$ cat src/rtl/scan_detect_ctrl_if.sv
// scan_detect_ctrl_if
//   Groups the handshake and bus signals of the scan controller: the
//   integral-image request, the stage request/result pair with the window
//   being evaluated, and the detection output stream.
//
//   Handshake semantics:
//     - ii_start / ii_done: one-cycle request; ii_done may be a level or a pulse.
//     - stage_start / stage_done: one-cycle request; one-cycle result strobe,
//       with stage_passed qualified by stage_done.
//     - det_valid / det_ready: an entry transfers on every rising edge where
//       both are high. det_valid never depends on det_ready. The head entry
//       (det_x, det_y, det_scale) is stable while det_valid is high and
//       det_ready is low.
//
//   Modports:
//     master - the controller (drives requests and the detection stream)
//     slave  - the environment (integral unit, stage evaluator, consumer)
interface scan_detect_ctrl_if;
  logic       ii_start;
  logic       ii_done;
  logic       stage_start;
  logic [7:0] stage_idx;
  logic [7:0] window_x;
  logic [7:0] window_y;
  logic [7:0] window_scale;
  logic [7:0] window_size;
  logic       stage_done;
  logic       stage_passed;
  logic       det_valid;
  logic       det_ready;
  logic [7:0] det_x;
  logic [7:0] det_y;
  logic [7:0] det_scale;

  modport master (
    output ii_start, stage_start, stage_idx,
    output window_x, window_y, window_scale, window_size,
    output det_valid, det_x, det_y, det_scale,
    input  ii_done, stage_done, stage_passed, det_ready
  );

  modport slave (
    input  ii_start, stage_start, stage_idx,
    input  window_x, window_y, window_scale, window_size,
    input  det_valid, det_x, det_y, det_scale,
    output ii_done, stage_done, stage_passed, det_ready
  );
endinterface

$ cat src/rtl/scan_detect_ctrl.sv
// scan_detect_ctrl
//   Multi-scale, multi-detection window scan controller for a Haar-cascade
//   face detector. Per frame it requests an integral-image build, then sweeps
//   every window position (x fastest, then y, then scale), requests cascade
//   stages one at a time with early exit on the first failing stage, and
//   queues every fully accepted window in a first-word-fall-through FIFO.
//
//   Ports:
//     clk        rising-edge clock
//     rst        synchronous active-low reset (0 = reset)
//     start      begin a frame, honoured only in IDLE
//     bus        scan_detect_ctrl_if.master (ii, stage and detection handshakes)
//     det_count  windows accepted this frame, saturating
//     overflow   sticky, a detection was dropped because the FIFO was full
//     busy       high in every state except IDLE
//     done       one-cycle pulse at the end of the frame
//     dbg_state  current FSM state encoding
module scan_detect_ctrl #(
  parameter int IMG_WIDTH  = 64,
  parameter int IMG_HEIGHT = 64,
  parameter int WIN_BASE   = 24,
  parameter int SCALE_INC  = 8,
  parameter int NUM_SCALES = 4,
  parameter int STEP       = 2,
  parameter int NUM_STAGES = 25,
  parameter int DET_DEPTH  = 8,
  parameter int CNT_W      = 16
) (
  input  logic                clk,
  input  logic                rst,
  input  logic                start,
  scan_detect_ctrl_if.master  bus,
  output logic [CNT_W-1:0]    det_count,
  output logic                overflow,
  output logic                busy,
  output logic                done,
  output logic [2:0]          dbg_state
);

  typedef enum logic [2:0] {
    S_IDLE  = 3'd0,
    S_LOAD  = 3'd1,
    S_SETUP = 3'd2,
    S_REQ   = 3'd3,
    S_WAIT  = 3'd4,
    S_PUSH  = 3'd5,
    S_ADV   = 3'd6,
    S_FIN   = 3'd7
  } state_t;

  localparam int               PTR_W      = $clog2(DET_DEPTH);
  localparam logic [PTR_W:0]   FULL_CNT   = DET_DEPTH[PTR_W:0];
  localparam logic [7:0]       LAST_STAGE = 8'(NUM_STAGES - 1);

  state_t      state;
  logic [7:0]  x;
  logic [7:0]  y;
  logic [7:0]  scale;
  logic [7:0]  stage;
  logic [7:0]  size;
  logic        ii_start_r;
  logic        stage_start_r;

  // Window side for the current scale, held wide so a large scale index
  // cannot wrap around and slip under the image bounds.
  logic [15:0] size_calc;
  logic        setup_stop;

  assign size_calc  = 16'(WIN_BASE) + 16'(scale) * 16'(SCALE_INC);
  assign setup_stop = ({8'd0, scale} == 16'(NUM_SCALES)) ||
                      (size_calc > 16'(IMG_WIDTH)) ||
                      (size_calc > 16'(IMG_HEIGHT));

  // Next-position arithmetic at 9 bits; size never exceeds the image here
  // because SETUP already rejected oversized scales.
  logic [8:0] lim_x;
  logic [8:0] lim_y;
  logic [8:0] nx;
  logic [8:0] ny;
  logic       wrap_x;
  logic       wrap_y;

  always_comb begin
    lim_x  = 9'(IMG_WIDTH)  - {1'b0, size};
    lim_y  = 9'(IMG_HEIGHT) - {1'b0, size};
    nx     = {1'b0, x} + 9'(STEP);
    wrap_x = nx > lim_x;
    ny     = wrap_x ? ({1'b0, y} + 9'(STEP)) : {1'b0, y};
    wrap_y = ny > lim_y;
  end

  // Detection FIFO
  logic [23:0]      mem [DET_DEPTH];
  logic [PTR_W-1:0] wr_ptr;
  logic [PTR_W-1:0] rd_ptr;
  logic [PTR_W:0]   fcount;
  logic             fifo_full;
  logic             pop;
  logic             wr_en;

  assign fifo_full = (fcount == FULL_CNT);
  assign pop       = (fcount != '0) && bus.det_ready;
  // A pop in the same cycle frees the slot, so a full FIFO still accepts.
  assign wr_en     = (state == S_PUSH) && (!fifo_full || pop);

  always_ff @(posedge clk) begin
    if (wr_en) mem[wr_ptr] <= {x, y, scale};
  end

  always_ff @(posedge clk) begin
    if (!rst) begin
      wr_ptr <= '0;
      rd_ptr <= '0;
      fcount <= '0;
    end else begin
      if (wr_en) wr_ptr <= wr_ptr + 1'b1;
      if (pop)   rd_ptr <= rd_ptr + 1'b1;
      case ({wr_en, pop})
        2'b10:   fcount <= fcount + 1'b1;
        2'b01:   fcount <= fcount - 1'b1;
        default: ;
      endcase
    end
  end

  // Controller FSM
  always_ff @(posedge clk) begin
    if (!rst) begin
      state         <= S_IDLE;
      x             <= '0;
      y             <= '0;
      scale         <= '0;
      stage         <= '0;
      size          <= '0;
      ii_start_r    <= 1'b0;
      stage_start_r <= 1'b0;
      det_count     <= '0;
      overflow      <= 1'b0;
      busy          <= 1'b0;
      done          <= 1'b0;
    end else begin
      ii_start_r    <= 1'b0;
      stage_start_r <= 1'b0;
      done          <= 1'b0;
      case (state)
        S_IDLE: begin
          if (start) begin
            x          <= '0;
            y          <= '0;
            scale      <= '0;
            stage      <= '0;
            det_count  <= '0;
            overflow   <= 1'b0;
            ii_start_r <= 1'b1;
            busy       <= 1'b1;
            state      <= S_LOAD;
          end
        end
        S_LOAD: begin
          if (bus.ii_done) state <= S_SETUP;
        end
        S_SETUP: begin
          size <= size_calc[7:0];
          if (setup_stop) begin
            done  <= 1'b1;
            state <= S_FIN;
          end else begin
            stage         <= '0;
            stage_start_r <= 1'b1;
            state         <= S_REQ;
          end
        end
        S_REQ: begin
          state <= S_WAIT;
        end
        S_WAIT: begin
          if (bus.stage_done) begin
            if (!bus.stage_passed) begin
              state <= S_ADV;
            end else if (stage == LAST_STAGE) begin
              state <= S_PUSH;
            end else begin
              stage         <= stage + 1'b1;
              stage_start_r <= 1'b1;
              state         <= S_REQ;
            end
          end
        end
        S_PUSH: begin
          if (det_count != '1) det_count <= det_count + 1'b1;
          if (fifo_full && !pop) overflow <= 1'b1;
          state <= S_ADV;
        end
        S_ADV: begin
          stage <= '0;
          x     <= wrap_x ? 8'd0 : nx[7:0];
          y     <= wrap_y ? 8'd0 : ny[7:0];
          if (wrap_y) begin
            scale <= scale + 1'b1;
            state <= S_SETUP;
          end else begin
            stage_start_r <= 1'b1;
            state         <= S_REQ;
          end
        end
        S_FIN: begin
          busy  <= 1'b0;
          state <= S_IDLE;
        end
        default: state <= S_IDLE;
      endcase
    end
  end

  assign bus.ii_start     = ii_start_r;
  assign bus.stage_start  = stage_start_r;
  assign bus.stage_idx    = stage;
  assign bus.window_x     = x;
  assign bus.window_y     = y;
  assign bus.window_scale = scale;
  assign bus.window_size  = size;

  assign bus.det_valid = (fcount != '0);
  assign {bus.det_x, bus.det_y, bus.det_scale} = bus.det_valid ? mem[rd_ptr] : 24'd0;

  assign dbg_state = state;

endmodule
$ cat src/flat_wrapper.sv
// flat-port wrapper written by rule: the top's interface ports become plain ports
module scan_detect_ctrl_flat 
#(
  parameter int IMG_WIDTH  = 64,
  parameter int IMG_HEIGHT = 64,
  parameter int WIN_BASE   = 24,
  parameter int SCALE_INC  = 8,
  parameter int NUM_SCALES = 4,
  parameter int STEP       = 2,
  parameter int NUM_STAGES = 25,
  parameter int DET_DEPTH  = 8,
  parameter int CNT_W      = 16
)
  (clk, rst, start, det_count, overflow, busy, done, dbg_state, bus_ii_start, bus_stage_start, bus_stage_idx, bus_window_x, bus_window_y, bus_window_scale, bus_window_size, bus_det_valid, bus_det_x, bus_det_y, bus_det_scale, bus_ii_done, bus_stage_done, bus_stage_passed, bus_det_ready);
  scan_detect_ctrl_if bus_i ();
  input  logic clk;
  input  logic rst;
  input  logic start;
  output logic [CNT_W-1:0] det_count;
  output logic overflow;
  output logic busy;
  output logic done;
  output logic [2:0] dbg_state;
  output wire logic [$bits(bus_i.ii_start)-1:0] bus_ii_start;
  output wire logic [$bits(bus_i.stage_start)-1:0] bus_stage_start;
  output wire logic [$bits(bus_i.stage_idx)-1:0] bus_stage_idx;
  output wire logic [$bits(bus_i.window_x)-1:0] bus_window_x;
  output wire logic [$bits(bus_i.window_y)-1:0] bus_window_y;
  output wire logic [$bits(bus_i.window_scale)-1:0] bus_window_scale;
  output wire logic [$bits(bus_i.window_size)-1:0] bus_window_size;
  output wire logic [$bits(bus_i.det_valid)-1:0] bus_det_valid;
  output wire logic [$bits(bus_i.det_x)-1:0] bus_det_x;
  output wire logic [$bits(bus_i.det_y)-1:0] bus_det_y;
  output wire logic [$bits(bus_i.det_scale)-1:0] bus_det_scale;
  input wire logic [$bits(bus_i.ii_done)-1:0] bus_ii_done;
  input wire logic [$bits(bus_i.stage_done)-1:0] bus_stage_done;
  input wire logic [$bits(bus_i.stage_passed)-1:0] bus_stage_passed;
  input wire logic [$bits(bus_i.det_ready)-1:0] bus_det_ready;
  assign bus_ii_start = bus_i.ii_start;
  assign bus_stage_start = bus_i.stage_start;
  assign bus_stage_idx = bus_i.stage_idx;
  assign bus_window_x = bus_i.window_x;
  assign bus_window_y = bus_i.window_y;
  assign bus_window_scale = bus_i.window_scale;
  assign bus_window_size = bus_i.window_size;
  assign bus_det_valid = bus_i.det_valid;
  assign bus_det_x = bus_i.det_x;
  assign bus_det_y = bus_i.det_y;
  assign bus_det_scale = bus_i.det_scale;
  assign bus_i.ii_done = bus_ii_done;
  assign bus_i.stage_done = bus_stage_done;
  assign bus_i.stage_passed = bus_stage_passed;
  assign bus_i.det_ready = bus_det_ready;
  scan_detect_ctrl #(.IMG_WIDTH(IMG_WIDTH), .IMG_HEIGHT(IMG_HEIGHT), .WIN_BASE(WIN_BASE), .SCALE_INC(SCALE_INC), .NUM_SCALES(NUM_SCALES), .STEP(STEP), .NUM_STAGES(NUM_STAGES), .DET_DEPTH(DET_DEPTH), .CNT_W(CNT_W)) u_core (.clk(clk), .rst(rst), .start(start), .bus(bus_i), .det_count(det_count), .overflow(overflow), .busy(busy), .done(done), .dbg_state(dbg_state));
endmodule
$ cat config.mk
export PLATFORM = sky130hd
export DESIGN_NAME = scan_detect_ctrl_flat
export DESIGN_NICKNAME = d
export VERILOG_FILES = /design/src/rtl/scan_detect_ctrl_if.sv /design/src/rtl/scan_detect_ctrl.sv /design/src/flat_wrapper.sv
export SDC_FILE = /design/constraint.sdc
export NUM_CORES = 1
export LEC_CHECK = 0
export CAP_MARGIN = 0
export CORE_UTILIZATION = 40
export DETAILED_ROUTE_END_ITERATION = 12
export PLACE_DENSITY_LB_ADDON = 0.15
export SYNTH_ARGS = -nofsm -noshare
export SYNTH_HDL_FRONTEND = slang
export SYNTH_SLANG_ARGS = --single-unit
$ cat constraint.sdc
create_clock -name clk -period 5.59 [get_ports clk]
set_input_delay 1.118 -clock clk [delete_from_list [all_inputs] [get_ports clk]]
set_output_delay 1.118 -clock clk [all_outputs]
set_load 0.02 [all_outputs]
==> reports/qor.yml <==
sta:
  skew_ps: 20.7
  worstMarginPinSlew_ps: 1030
  setup_violations: 0
  timing.final.crit_period_ps: 5150
  maxSlewViolCount: 0
  hold_viol_final: 0
  min_period_over_period: 0.922
  rsz0062_at_grt: "no"
  timing.fmax_ghz: 0.194
  setup-tns-final_ps: 0
  slew_headroom: 0.305
final_layout:
  finalNetCount: 930
  nFillCells: 2318
  diodes: 0
  syn_to_final_growth_pct: 21.1
  register_area_sq_um: 6730
  multiInputGateArea_sq_um: 3930
  drive_gt1_frac: 0.148
  postLayoutCellArea_sq_um: 13100
  layout_common_cells: "176 x edfxtp_1, 103 x nor2_1, 88 x clkdlybuf4s50_1, 70 x dfxtp_1, 44 x mux4_2"
  layout_commonest_cell: "edfxtp_1"
synthesis:
  yosysSeqAreaShare: 0.621
  synth_edf_count: 176
  netlist_area_sq_um: 10800
  synth_area_leaders: "edfxtp_1 49%, dfxtp_1 13%, mux4_2 9.1%"
  yosys_warnings: 0
  synth_area_per_cell_sq_um: 13.6
  syn_inst: 798
  synthArstFlopShare: 0
  ys_ff_latch: 248
  synth-main-ff-cell: "edfxtp_1"
  synth_cell_types: 69
  synth_largest_area_cell: "edfxtp_1"
  yosysTopAreaCellShare: 0.488
floorplanning:
  die_x_microns: 167
  dieHeight_microns: 167
  rows: 59
  core-area_sq_um: 26300
  start_util: 0.412
  die_area_sq_um: 27700
  boundaryPins: 96
global_route:
  antenna_found_initial: 0
  grt_pass1_vias: 6552
  grt_first_pass_wirelength_microns: 36700
  grt_max_degree: 29
  grt_use_total: 0.168
  overflow: 0
drt:
  first_pass_iters: 9
  vias: 6600
  drtAntennaViolNets: 0
  first_iter_violations: 359
  drc: 5
  drt-total-wl_microns: 23200
  vias_per_cell: 5.26
  routedWlPerCell_microns: 18.5
power_and_ir_drop:
  leakagePower_nw: 4.23
  powerDensity_nw_per_um2: 353
  ir_worst_vdd_v: 0.000193
clock_tree:
  ctsRootBufferMaster: "clkbuf_16"
  ctsResizeCount: 0
  hold_buffers: 0
  clockBufferDepth: 3
  htreeDepth: 1
  cts_made_buffers: 27
  cts_sinks: 248
  cts_tree: "yes"
  cts_setup_buffers: 0
  clk_pin_slew_ps: 60
  worst_skew_pair.late_latency_ps: 530
critical_path:
  crit_type: "register to register"
  startpoint: "u_core.bus.window_size[3]$_SDFFE_PN0P_"
  end_kind: "register"
  cp_max_fo: 8
  reg2reg_from: "u_core.bus.window_size[3]$_SDFFE_PN0P_"
  arrival_ps: 5600
  start_kind: "register"
  cp.required_ps: 6040
place:
  port-buffer-count: 88
  place_area_sq_um: 12200
  dp_hpwl_microns: 14800
  place.gp.congestion: 0.798
status:
  outcome: "finished with violations"
  failed_checks: "DRC"
min_path:
  min_from: "u_core.rd_ptr[1]$_SDFFE_PN0P_"
  hold_class: "register to register"
job:
  maxCapViolations: 0
==> routing by layer <==
| layer | wire length [microns] | GRT usage | part of all wire | vias to the layer above |
|---|---|---|---|---|
| met2 | 11000 | 0.282 | 0.47 | 143 |
| li1 | - | - | - | 3198 |
| met1 | 10900 | 0.233 | 0.47 | 3235 |
| met5 | 0 | 0 | 0 | - |
| met4 | 328 | 0.0370 | 0.014 | 0 |
| met3 | 995 | 0.0240 | 0.043 | 24 |
==> per-stage QoR <==
step / power [mW] / utilization / setup slack, ps / instances / hold WS (ps)
floorplan: 2.55 / - / 644 / 804 / 454
global placement: 2.84 / 0.464 / 570 / 1205 / 480
detailed placement: 2.84 / 0.464 / 446 / 1205 / 490
CTS: 4.68 / 0.499 / 420 / 1254 / 500
global route: 4.81 / 0.499 / 30.9 / 1254 / 533
finish: 4.63 / 0.499 / 436 / 1254 / 495
==> cells in the mapped netlist, types with 4 or more instances <==
cell	count
buf_4	7
or2_2	4
a211oi_1	8
nor2b_1	10
nor3_1	12
dfxtp_1	72
or3_1	12
nand2b_1	5
mux2i_1	24
and3_1	12
xnor2_1	16
edfxtp_1	176
xor2_1	25
ha_1	23
inv_1	20
o21ai_1	5
buf_1	6
nor4_1	5
a21oi_1	28
a22oi_1	4
o21ai_0	17
nand2_1	35
nand4_1	6
clkbuf_1	25
nand3_1	24
nor2_1	110
mux4_2	44
o211ai_1	5
==> area by class of cell <==
type,instances,area share
clock buffers,34,0.0566
flip-flops and latches,248,0.513
well taps,335,0.0320
clock inverters,15,0.0149
multi-input cells,496,0.300
inverters,21,0.00601
repair buffers,105,0.0778
==> critical path, cell delays in order, from the launching register on <==
cell and delay (ps):
dfxtp_1 360, or3_1 420, xnor2_1 280, ha_1 320
a21o_1 200, o2111ai_1 170, and4b_1 350, nor2_2 130
and4_1 250, and3_1 210, nor2b_1 140, or2_2 300
ha_1 290, and4_1 260, nand3_1 90, o31a_1 300
o211ai_1 160, o211ai_4 180, nor3_2 300, buf_4 190
a22oi_1 80, nor2_1 110
==> where the power goes <==
| group | internal (mW) | switching, mW |
|---|---|---|
| combinational | 0.344 | 0.416 |
| sequential | 1.97 | 0.0573 |
| clock | 1.13 | 0.718 |
| total | 3.44 | 1.19 |
==> cell families (layout without fill, tap and decap cells) <==
| kind of cell | Yosys count | after routing | synth area share |
|---|---|---|---|
| muxes | 69 | 69 | 0.115 |
| AOI/OAI and AO/OA | 98 | 98 | 0.0620 |
| and+or+nand+nor | 257 | 257 | 0.117 |
| other | 1 | 7 | 0.000346 |
| adders and majority gates | 24 | 24 | 0.0284 |
| xor gates and xnor gates | 41 | 41 | 0.0331 |
| DFF | 248 | 248 | 0.621 |
| buffers and inverters | 60 | 175 | 0.0233 |
==> flip-flops by register name, indices dropped and copies added (netlist names), named ones only <==
signal / count
u_core.done: 1
u_core.bus.ii_start: 1
u_core.wr_ptr: 3
u_core.bus.window_scale: 8
u_core.bus.window_x: 7
u_core.bus.window_y: 7
u_core.fcount: 4
u_core.bus.stage_idx: 8
u_core.overflow: 1
u_core.bus.stage_start: 1
u_core.bus.window_size: 5
u_core.mem: 176
u_core.dbg_state: 3
u_core.busy: 1
u_core.det_count: 16
u_core.rd_ptr: 3
==> final timing paths <==
path              slack [ps]                                  end  cells after the start
hold reg to reg          490                             register                      2
setup / recovery         440  u_core.bus.window_y[5]$_SDFFE_PN0P_                     21
hold / removal           490                             register                      2
setup reg to reg         440  u_core.bus.window_y[5]$_SDFFE_PN0P_                     21
No activity file was read; power rests on OpenSTA's default activity.
